--- src/rtl/carry_resolve_stream_pkg.sv ---
// Shared types and constants for the carry-resolving byte stream.
package carry_resolve_stream_pkg;

  typedef enum logic [1:0] {
    ST_EMPTY,
    ST_HOLD,
    ST_DRAIN,
    ST_FLUSH
  } state_e;

  localparam logic [7:0] BYTE_FF   = 8'hFF;
  localparam int         CARRY_BIT = 8;

endpackage

--- src/rtl/sync_byte_fifo.sv ---
// Register-based synchronous FIFO; a write becomes visible on the read side one cycle later.
module sync_byte_fifo #(
  parameter int WIDTH = 9,
  parameter int DEPTH = 8
) (
  input  logic             clk_i,
  input  logic             reset_i,
  input  logic             push_i,
  input  logic [WIDTH-1:0] data_i,
  input  logic             pop_i,
  output logic             valid_o,
  output logic             can_push_o,
  output logic [WIDTH-1:0] data_o
);

  localparam int            AW       = $clog2(DEPTH);
  localparam logic [AW:0]   FULL_CNT = (AW+1)'(DEPTH);

  logic [WIDTH-1:0] mem_q [DEPTH];
  logic [AW-1:0]    wr_q;
  logic [AW-1:0]    rd_q;
  logic [AW:0]      count_q;
  logic             do_push;
  logic             do_pop;

  assign valid_o    = (count_q != '0);
  assign do_pop     = pop_i && valid_o;
  // A pop in the same cycle frees the slot, so a full FIFO still accepts a push.
  assign can_push_o = (count_q != FULL_CNT) || do_pop;
  assign do_push    = push_i && can_push_o;
  assign data_o     = valid_o ? mem_q[rd_q] : '0;

  always_ff @(posedge clk_i) begin
    if (reset_i) begin
      wr_q    <= '0;
      rd_q    <= '0;
      count_q <= '0;
    end else begin
      if (do_push) wr_q <= wr_q + AW'(1);
      if (do_pop)  rd_q <= rd_q + AW'(1);
      case ({do_push, do_pop})
        2'b10:   count_q <= count_q + (AW+1)'(1);
        2'b01:   count_q <= count_q - (AW+1)'(1);
        default: count_q <= count_q;
      endcase
    end
  end

  always_ff @(posedge clk_i) begin
    if (do_push) mem_q[wr_q] <= data_i;
  end

endmodule

--- src/rtl/carry_resolve_stream.sv ---
// Resolves arithmetic-coder carries: holds one byte plus a run of pending 0xFF bytes
// until a later word decides whether the carry ripples through them.
module carry_resolve_stream
  import carry_resolve_stream_pkg::*;
#(
  parameter int IN_WIDTH   = 16,
  parameter int RUN_WIDTH  = 12,
  parameter int FIFO_DEPTH = 8
) (
  input  logic                clk,
  input  logic                reset,
  input  logic                in_valid,
  output logic                in_ready,
  input  logic [IN_WIDTH-1:0] in_word,
  input  logic                in_last,
  output logic                out_valid,
  input  logic                out_ready,
  output logic [7:0]          out_byte,
  output logic                out_last,
  output logic                err
);

  localparam logic [RUN_WIDTH-1:0] CNT_ONE = RUN_WIDTH'(1);
  localparam logic [RUN_WIDTH-1:0] CNT_MAX = '1;

  state_e               state_q, state_d;
  logic [RUN_WIDTH-1:0] cnt_q, cnt_d;
  logic [7:0]           hold_q, hold_d;
  logic [7:0]           head_q, head_d;
  logic [7:0]           run_byte_q, run_byte_d;
  logic                 head_pend_q, head_pend_d;
  logic                 last_q, last_d;
  logic                 err_q, err_d;

  logic                 accept;
  logic [CARRY_BIT:0]   w;
  logic                 upper_set;
  logic                 push;
  logic                 push_last;
  logic [7:0]           push_byte;
  logic                 can_push;
  logic                 write_done;
  logic [8:0]           fifo_q;

  assign in_ready  = ((state_q == ST_EMPTY) || (state_q == ST_HOLD)) && !reset;
  assign accept    = in_valid && in_ready;
  assign w         = in_word[CARRY_BIT:0];
  assign upper_set = |(in_word >> (CARRY_BIT + 1));

  always_comb begin
    state_d     = state_q;
    cnt_d       = cnt_q;
    hold_d      = hold_q;
    head_d      = head_q;
    run_byte_d  = run_byte_q;
    head_pend_d = head_pend_q;
    last_d      = last_q;
    err_d       = err_q;
    push        = 1'b0;
    push_last   = 1'b0;
    push_byte   = 8'h00;
    write_done  = 1'b0;

    if (accept && upper_set) err_d = 1'b1;

    case (state_q)
      ST_EMPTY: begin
        if (accept) begin
          hold_d = w[7:0];
          cnt_d  = '0;
          if (w[CARRY_BIT]) err_d = 1'b1;
          if (in_last) begin
            state_d     = ST_FLUSH;
            head_pend_d = 1'b1;
          end else begin
            state_d = ST_HOLD;
          end
        end
      end
      ST_HOLD: begin
        if (accept) begin
          if (w == {1'b0, BYTE_FF}) begin
            if (cnt_q == CNT_MAX) err_d = 1'b1;
            else                  cnt_d = cnt_q + CNT_ONE;
            if (in_last) begin
              state_d     = ST_FLUSH;
              head_pend_d = 1'b1;
            end
          end else begin
            // A carry bumps the held byte and turns the pending 0xFF run into zeros.
            head_d      = w[CARRY_BIT] ? hold_q + 8'd1 : hold_q;
            run_byte_d  = w[CARRY_BIT] ? 8'h00 : BYTE_FF;
            if (w[CARRY_BIT] && (hold_q == BYTE_FF)) err_d = 1'b1;
            hold_d      = w[7:0];
            last_d      = in_last;
            head_pend_d = 1'b1;
            state_d     = ST_DRAIN;
          end
        end
      end
      ST_DRAIN, ST_FLUSH: begin
        if (can_push) begin
          push = 1'b1;
          if (head_pend_q) begin
            push_byte   = (state_q == ST_DRAIN) ? head_q : hold_q;
            head_pend_d = 1'b0;
            write_done  = (cnt_q == '0);
          end else begin
            push_byte  = (state_q == ST_DRAIN) ? run_byte_q : BYTE_FF;
            cnt_d      = cnt_q - CNT_ONE;
            write_done = (cnt_q == CNT_ONE);
          end
          if (write_done) begin
            if (state_q == ST_FLUSH) begin
              push_last = 1'b1;
              last_d    = 1'b0;
              cnt_d     = '0;
              state_d   = ST_EMPTY;
            end else if (last_q) begin
              state_d     = ST_FLUSH;
              head_pend_d = 1'b1;
            end else begin
              state_d = ST_HOLD;
            end
          end
        end
      end
      default: state_d = ST_EMPTY;
    endcase
  end

  always_ff @(posedge clk) begin
    if (reset) begin
      state_q     <= ST_EMPTY;
      cnt_q       <= '0;
      hold_q      <= '0;
      head_pend_q <= 1'b0;
      last_q      <= 1'b0;
      err_q       <= 1'b0;
    end else begin
      state_q     <= state_d;
      cnt_q       <= cnt_d;
      hold_q      <= hold_d;
      head_pend_q <= head_pend_d;
      last_q      <= last_d;
      err_q       <= err_d;
    end
  end

  always_ff @(posedge clk) begin
    head_q     <= head_d;
    run_byte_q <= run_byte_d;
  end

  sync_byte_fifo #(
    .WIDTH (9),
    .DEPTH (FIFO_DEPTH)
  ) u_fifo (
    .clk_i      (clk),
    .reset_i    (reset),
    .push_i     (push),
    .data_i     ({push_last, push_byte}),
    .pop_i      (out_ready),
    .valid_o    (out_valid),
    .can_push_o (can_push),
    .data_o     (fifo_q)
  );

  assign out_byte = fifo_q[7:0];
  assign out_last = fifo_q[8];
  assign err      = err_q;

endmodule

--- config.mk ---
export PLATFORM = sky130hd
export DESIGN_NAME = carry_resolve_stream
export DESIGN_NICKNAME = d
export VERILOG_FILES = /design/src/rtl/carry_resolve_stream_pkg.sv /design/src/rtl/sync_byte_fifo.sv /design/src/rtl/carry_resolve_stream.sv
export SDC_FILE = /design/constraint.sdc
export NUM_CORES = 1
export LEC_CHECK = 0
export BUFFER_PORTS_ARGS = -buffer_cell sky130_fd_sc_hd__buf_2
export CORE_ASPECT_RATIO = 0.8
export CORE_UTILIZATION = 55
export CTS_BUF_LIST = sky130_fd_sc_hd__clkbuf_16
export CTS_CLUSTER_SIZE = 24
export DETAILED_ROUTE_END_ITERATION = 10
export PLACE_DENSITY = 0.8
export SYNTH_ARGS = -nofsm -noshare
export SYNTH_HDL_FRONTEND = slang
export SYNTH_SLANG_ARGS = --single-unit
--- constraint.sdc ---
create_clock -name clk -period 3.35 [get_ports clk]
set_clock_uncertainty 0.2 [all_clocks]
set_input_delay 0.5025 -clock clk [delete_from_list [all_inputs] [get_ports clk]]
set_output_delay 0.5025 -clock clk [all_outputs]
set_load 0.05 [all_outputs]
==> results of run 1 <==
report_power, final:
group          total [uW]  internal, uW  switching, uW  leakage (uW)
sequential           1800          1690            113       0.00106
combinational        1440           498            940       0.00104
clock                1840          1170            673      0.000295
synth_stat cells (5+ instances only):
cell / count
a31oi_1: 11
buf_2: 8
or3_1: 6
mux4_2: 18
a21oi_1: 15
nor3_1: 13
o21ai_0: 10
nand2_1: 41
nand2b_1: 5
a32o_1: 6
nand3_1: 13
xor2_1: 7
o211ai_1: 6
dfxtp_1: 38
mux2i_1: 20
xnor2_1: 8
nor2_1: 47
clkbuf_1: 14
and3_1: 6
edfxtp_1: 81
nand4_1: 6
a21o_1: 6
inv_1: 11
ha_1: 9
nor2b_1: 5
layer usage:
metal / track usage, % / vias up / part of all wire (%)
li1: - / 1972 / -
met1: 34.3 / 2093 / 42
met2: 41.2 / 212 / 47
met3: 8.90 / 30 / 9.0
met4: 9.81 / 0 / 2.0
met5: 0 / - / 0
worst paths after layout:
path / startpoint / end / slack (ns) / cells after the start
max: flip-flop / out_byte[0] / 0.48 / 5
min: in_word[6] / hold_q[6]$_SDFFE_PP0P_ / 0.14 / 3
max reg2reg: u_fifo.count_q[3]$_SDFFE_PP0P_ / u_fifo.count_q[3]$_SDFFE_PP0P_ / 0.60 / 8
min reg2reg: err$_SDFF_PP0_ / err$_SDFF_PP0_ / 0.26 / 2
area by class of cell:
cell class / count / area share (%)
multi-input combinational: 327 / 36.0
inverter: 13 / 0.721
timing repair buffer: 52 / 4.58
sequential: 119 / 47.2
clock inverter: 15 / 2.62
clock buffer: 17 / 6.28
tap: 140 / 2.59
stage by stage:
| stage | worst slack, ns | total power, uW | std cells | cell area, um2 |
|---|---|---|---|---|
| 6_report | 0.477 | 5090 | 683 | 6770 |
| 3_3_place_gp | 0.806 | 3210 | 651 | 6170 |
| 4_1_cts | 0.443 | 5100 | 683 | 6770 |
| 2_1_floorplan | 0.728 | 2920 | 487 | 5800 |
| 5_1_grt | 0.334 | 5290 | 683 | 6770 |
| 3_5_place_dp | 0.664 | 3250 | 651 | 6170 |
cells by family (layout without fill, tap and decap cells):
group,count (synthesis),count (layout)
multiplexers,39,39
buffers and inverters,41,97
AND/OR/NAND/NOR,163,163
flip-flops,119,119
XOR/XNOR,15,15
adder cells (fa/ha/maj),10,10
AO/OA/AOI/OAI,100,100
worst register-to-register path, delay by kind of cell (launching register included):
kind | cells | cell delay [ns]
and+or+nand+nor | 2 | 0.37
DFF | 1 | 0.37
AOI/OAI and AO/OA | 5 | 1.41
adders and majority gates | 1 | 0.32
registers in the layout, summed over array words and instances, names as in the netlist, named ones only:
| name | cells |
|---|---|
| err | 1 |
| u_fifo.wr_q | 3 |
| run_byte_q | 1 |
| last_q | 1 |
| u_fifo.count_q | 4 |
| u_fifo.mem_q | 72 |
| cnt_q | 12 |
| u_fifo.rd_q | 3 |
| head_q | 8 |
| head_pend_q | 1 |
| hold_q | 8 |
| state_q | 2 |
==> summary.md, run 1 <==
| Metric | Value |
|---|---|
| Outcome | finished, final reports clean |
| Nature of the critical path endpoint | output pin |
| Synth Cell Area | just under 6000 um2 |
| WL/cell | 19.8 um |
| Grt total ovfl | 0 |
| Post-synth EDFFs | slightly above 80 |
| Post-synthesis adder-cell area fraction | approximately 2.3% |
| Clock-pin slew on the worst setup and hold paths | 0.05 ns |
| Min Tclk post-route | approximately 2.9 ns |
| Layout cell share with drive strength beyond 1 | between 20% and 30% |
| Die ar. | 11000 um2 |
| Unrepaired setup endpoints after global routing | false |
| Final core occ | 66.1% |
| Crit path kind | reg2out |
| Critical Path RT | around 2.7 ns |
| Critical Path Fanout Max | 13 |
| Initial Util | 56.6% |
| Hold WC Path Type | in2reg |
| Compound-Gate Fraction of Synth Area | about an eighth |
| Crit path DAT | 2.17 ns |
| Final hold vios | 0 |
| DRT Pass-1 Iters | 5 |
| TritonCTS clock tree | yes |
| Clk_lat worst skew | 0.42 ns |
| Ports | 33 |
| Cell family with most CP delay | flip-flops |
| GRT Overall Usage | 26.4% |
| Simple-gate area share of the yosys netlist | between 10 and 15% |
| Top post-synthesis cells by area | edfxtp_1 (42%), dfxtp_1 (13%), mux4_2 (7.0%) |
| First-pass GRT wire length | 21100 um |
| DR vias | between 4000 and 5000 |
| Vias in the first global route | 4081 |
| Slowest CP cell | dfxtp_1 |
| Synth warn | 0 |
| Core footprint | ~10000 um2 |
| # hold bufs at CTS | 0 |
| Area Overhead vs Synth | 16.7% |
| HPWL after DPL | 8870 um |
| Max Fclk | between 0.3 and 0.4 GHz |
| Via density | around 6.3 |
| Postcts setup bufs | 0 |
| Die Y-Extent | ~94 um |
| CP startpoint kind | flip-flop |
| Post-Route WL | between 10000 and 15000 um |
| Die width | about 120 um |
| PortBufs | 32 |
| Post-synth top area share | a little over two fifths |
| Syn_nets | 518 |
| Yosys top cell by area | edfxtp_1 |
| XOR/XNOR Fraction of Synth Area | under 10% |
| H-tree depth | 4 |
| Commonest non-fill, non-tap cell in the layout | edfxtp_1 |
| Ys flop type | edfxtp_1 |
| Avg Inst Size Synth | 11.9 um2 |
| Area of the multi-input gates | roughly 2400 um2 |
| Largest net degree at the start of global routing | 32 |
| TritonCTS buffer count | 17 |
| Mux cell area share after synthesis | 10.6% |
| Post-route ant nets | 0 |
| Register area share after synthesis | a little under three fifths |
| Max_cap viols | 0 |
| Final critical-path share of the clock period | between 80 and 90% |
| Number of DRC markers in iteration 0 | 672 |
| CTS resizes | 0 |
| Worst-Margin Slew | 0.921 ns |
| DR DRC count | 0 |
| Hold WS | 0.138 ns |
| Synth Instances | just under 500 |
| Cell chain of the critical path | buf_4 -> mux4_2 -> mux2i_1 -> nor2_1 -> buf_2 |
| Initial antenna violation count | 0 |
| Root Buffer | clkbuf_16 |
| Main combinational cell family by area after synthesis | simple AND/OR/NAND/NOR gates |
| Slew headroom | between 30% and 40% |
| Pwr/cell area | between 700 and 800 nW/um2 |
| Worst Path Buf+Inv | 2 |
| Register bit total from synthesis | 119 |
| Ys async rst share | 0% |
| Placer Congestion | ~0.98 |
| Commonest cells after routing, fill and taps aside | edfxtp_1 (81), nor2_1 (47), nand2_1 (41) |
| # setup viols final | 0 |
| Inserted Diodes | 0 |
| Slew Viols, Final | 0 |
| Synth cell types | 69 |
| Leakage dissipation | around 0.0024 uW |
| Final setup TNS | 0 ns |
| Peak VDD IR | approximately 440 uV |
| CP peak stage delay | between 0.7 and 0.8 ns |
| Nets | about 560 |
| Sink Count | approximately 120 |
| Register area | 3190 um2 |
| # rows | 33 |
| # fillers | ~750 |
| Clock Tree Buf Depth | 2 |
Power figures use the tool's default switching activity.
==> run 2: changes to the inputs <==
--- a/config.mk
+++ b/config.mk
@@ -12,6 +12,7 @@
 export CTS_CLUSTER_SIZE = 24
 export DETAILED_ROUTE_END_ITERATION = 10
 export PLACE_DENSITY = 0.8
+export SLEW_MARGIN = 20
 export SYNTH_ARGS = -nofsm -noshare
 export SYNTH_HDL_FRONTEND = slang
 export SYNTH_SLANG_ARGS = --single-unit
==> constraint.sdc (replaced) <==
create_clock -name clk -period 3 [get_ports clk]
set_clock_uncertainty 0.2 [all_clocks]
set_input_delay 0.45 -clock clk [delete_from_list [all_inputs] [get_ports clk]]
set_output_delay 0.45 -clock clk [all_outputs]
set_load 0.05 [all_outputs]
==> summary.md, run 2 (synthesis results as in run 1) <==
| Metric | Value |
|---|---|
| Outcome | finished, final reports clean |
| # hold bufs at CTS | 0 |
| Commonest cells after routing, fill and taps aside | edfxtp_1 (81), nor2_1 (47), nand2_1 (41) |
| Ports | 33 |
| TritonCTS buffer count | 17 |
| Root Buffer | clkbuf_16 |
| Cell-internal power | 3830 uW |
| Switching power | between 1500 and 2000 uW |
| Crit path kind | reg2out |
| HPWL after DPL | around 9400 um |
| Worst-Margin Slew | 0.958 ns |
| Met2 Resource Use GR | 42.4% |
| Clock power frac | 36.6% |
| Via density | approximately 6.4 |
| Max Fclk | 0.358 GHz |
| Pwr/cell area | roughly 850 nW/um2 |
| Final critical-path share of the clock period | between 90% and 100% |
| Inserted Diodes | 0 |
| Clock Tree Buf Depth | 2 |
| GRT Overall Usage | 27.5% |
| Clk_lat worst skew | 0.42 ns |
| Leakage dissipation | between 0.002 and 0.0025 uW |
| Cell chain of the critical path | buf_4 -> mux4_2 -> mux2i_1 -> nor2_1 -> buf_2 |
| Reg2reg setup slack | between 0.3 and 0.4 ns |
| DR DRC count | 0 |
| Met1 global-route usage | approximately two fifths |
| Number of DRC markers in iteration 0 | 470 |
| Crit path DAT | ~2.1 ns |
| Critical Path Fanout Max | 18 |
| Worst flop-to-flop path endpoint | u_fifo.mem_q[0][5]$_DFFE_PP_ |
| Peak VDD IR | roughly 420 uV |
| Max FFs per register | a little over 70 |
| CTS resizes | 0 |
| Initial Util | a little under three fifths |
| Top reg by flops | u_fifo.mem_q |
| TritonCTS clock tree | yes |
| GR met3 Demand/Resource | under 10% |
| DRT Pass-1 Iters | 6 |
| Comb power frac | 28.5% |
| Max_cap viols | 0 |
| GRT busiest layer | met2 |
| Switching share of power | approximately a third |
| Commonest non-fill, non-tap cell in the layout | edfxtp_1 |
| Slew headroom | between 30% and 40% |
| Clock-pin slew on the worst setup and hold paths | 0.05 ns |
| Largest net degree at the start of global routing | 32 |
| Post-route ant nets | 0 |
| RR Startpoint | state_q[1]$_SDFFE_PP0P_ |
| Die width | ~120 um |
| Layout cell share with drive strength beyond 1 | around 22% |
| Vias in the first global route | slightly above 4000 |
| Core footprint | ~10000 um2 |
| Grt total ovfl | 0 |
| Post-DP Area | just over 6000 um2 |
| Die ar. | about 11000 um2 |
| Area of the multi-input gates | between 2000 and 2500 um2 |
| # setup viols final | 0 |
| Postcts setup bufs | 0 |
| DR vias | 4366 |
| Hold WC Path Type | in2reg |
| Die Y-Extent | approximately 94 um |
| Unrepaired setup endpoints after global routing | false |
| CP endpoint | out_byte[3] |
| # rows | 33 |
| Sink Count | around 120 |
| Nets | ~560 |
| Area Overhead vs Synth | 17.2% |
| Final setup TNS | 0 ns |
| Initial antenna violation count | 0 |
| WL/cell | slightly above 20 um |
| First-pass GRT wire length | between 20000 and 25000 um |
| Post-Route WL | between 10000 and 15000 um |
| Register area | ~3200 um2 |
| Min Tclk post-route | between 2 and 3 ns |
| Final design area excluding fillers | about 7000 um2 |
| Largest registers | u_fifo.mem_q (72), cnt_q (12) |
| Final hold vios | 0 |
| Sequential Power Share | 34.8% |
| H-tree depth | 4 |
| Critical Path RT | roughly 2.4 ns |
| Placer Congestion | just over 0.9 |
| # fillers | 768 |
| CP startpoint kind | flip-flop |
| Nature of the critical path endpoint | output pin |
| Slew Viols, Final | 0 |
| CP peak stage delay | 0.59 ns |
| Slowest CP cell | mux4_2 |
| PortBufs | 32 |
| Reg2reg path depth | 4 |
-- run 2: cell types whose count changed in the layout (fill, tap and decap cells not counted), sizes merged --
cell,before,now
clkinv,9,7
bufinv,3,4
inv,15,16
-- run 2: worst min-delay path by stage --
| stage | cells past startpoint | start | endpoint | slack, ns |
|---|---|---|---|---|
| finish | 3 | in_word[2] | hold_q[2]$_SDFFE_PP0P_ | 0.09 |
| global route | 3 | in_word[3] | hold_q[3]$_SDFFE_PP0P_ | 0.1 |
| CTS | 3 | in_word[2] | hold_q[2]$_SDFFE_PP0P_ | 0.09 |
| detailed placement | 2 | err$_SDFF_PP0_ | err$_SDFF_PP0_ | 0.24 |
| global placement | 2 | err$_SDFF_PP0_ | err$_SDFF_PP0_ | 0.23 |
| floorplan | 2 | u_fifo.rd_q[1]$_SDFFE_PP0P_ | flip-flop | 0.25 |
-- run 2: metal layers --
| metal | part of all wire, % | vias up |
|---|---|---|
| met5 | 0 | - |
| met4 | 1.7 | 0 |
| met3 | 9.1 | 32 |
| met2 | 46 | 262 |
| met1 | 43 | 2115 |
| li1 | - | 1957 |
-- run 2: final cells by class --
class	count	area share, %
multi-input cells	327	36.2
flip-flops and latches	119	47.0
clock buffers	17	6.26
clock inverters	15	2.76
inverters	13	0.718
well taps	140	2.58
repair buffers	52	4.56
-- run 2: power by group through the flow --
stage	Clock, uW	Combinational [uW]	Sequential [uW]
after floorplan	0	1280	1980
after detailed placement	0	1620	2030
after global placement	0	1580	2020
final	2110	1640	2010
after global routing	2190	1780	2020
after CTS	2120	1630	2000
-- run 2: per-stage QoR --
stage | setup slack [ns] | hold WS, ns | util, % | power, uW | cells
after floorplan | 0.431 | 0.254 | - | 3260 | 487
after global placement | 0.338 | 0.232 | 60.2 | 3600 | 651
after detailed placement | 0.248 | 0.243 | 60.2 | 3650 | 651
after CTS | 0.167 | 0.0862 | 66.2 | 5750 | 683
after global routing | 0.0454 | 0.0976 | 66.4 | 5990 | 683
final | 0.207 | 0.0895 | 66.4 | 5760 | 683
-- run 2: critical path, delay by kind of cell, from the launching register on --
kind / cells / cell delay, ns
muxes: 2 / 0.81
buffers and inverters: 2 / 0.55
DFF: 1 / 0.30
and+or+nand+nor: 1 / 0.06
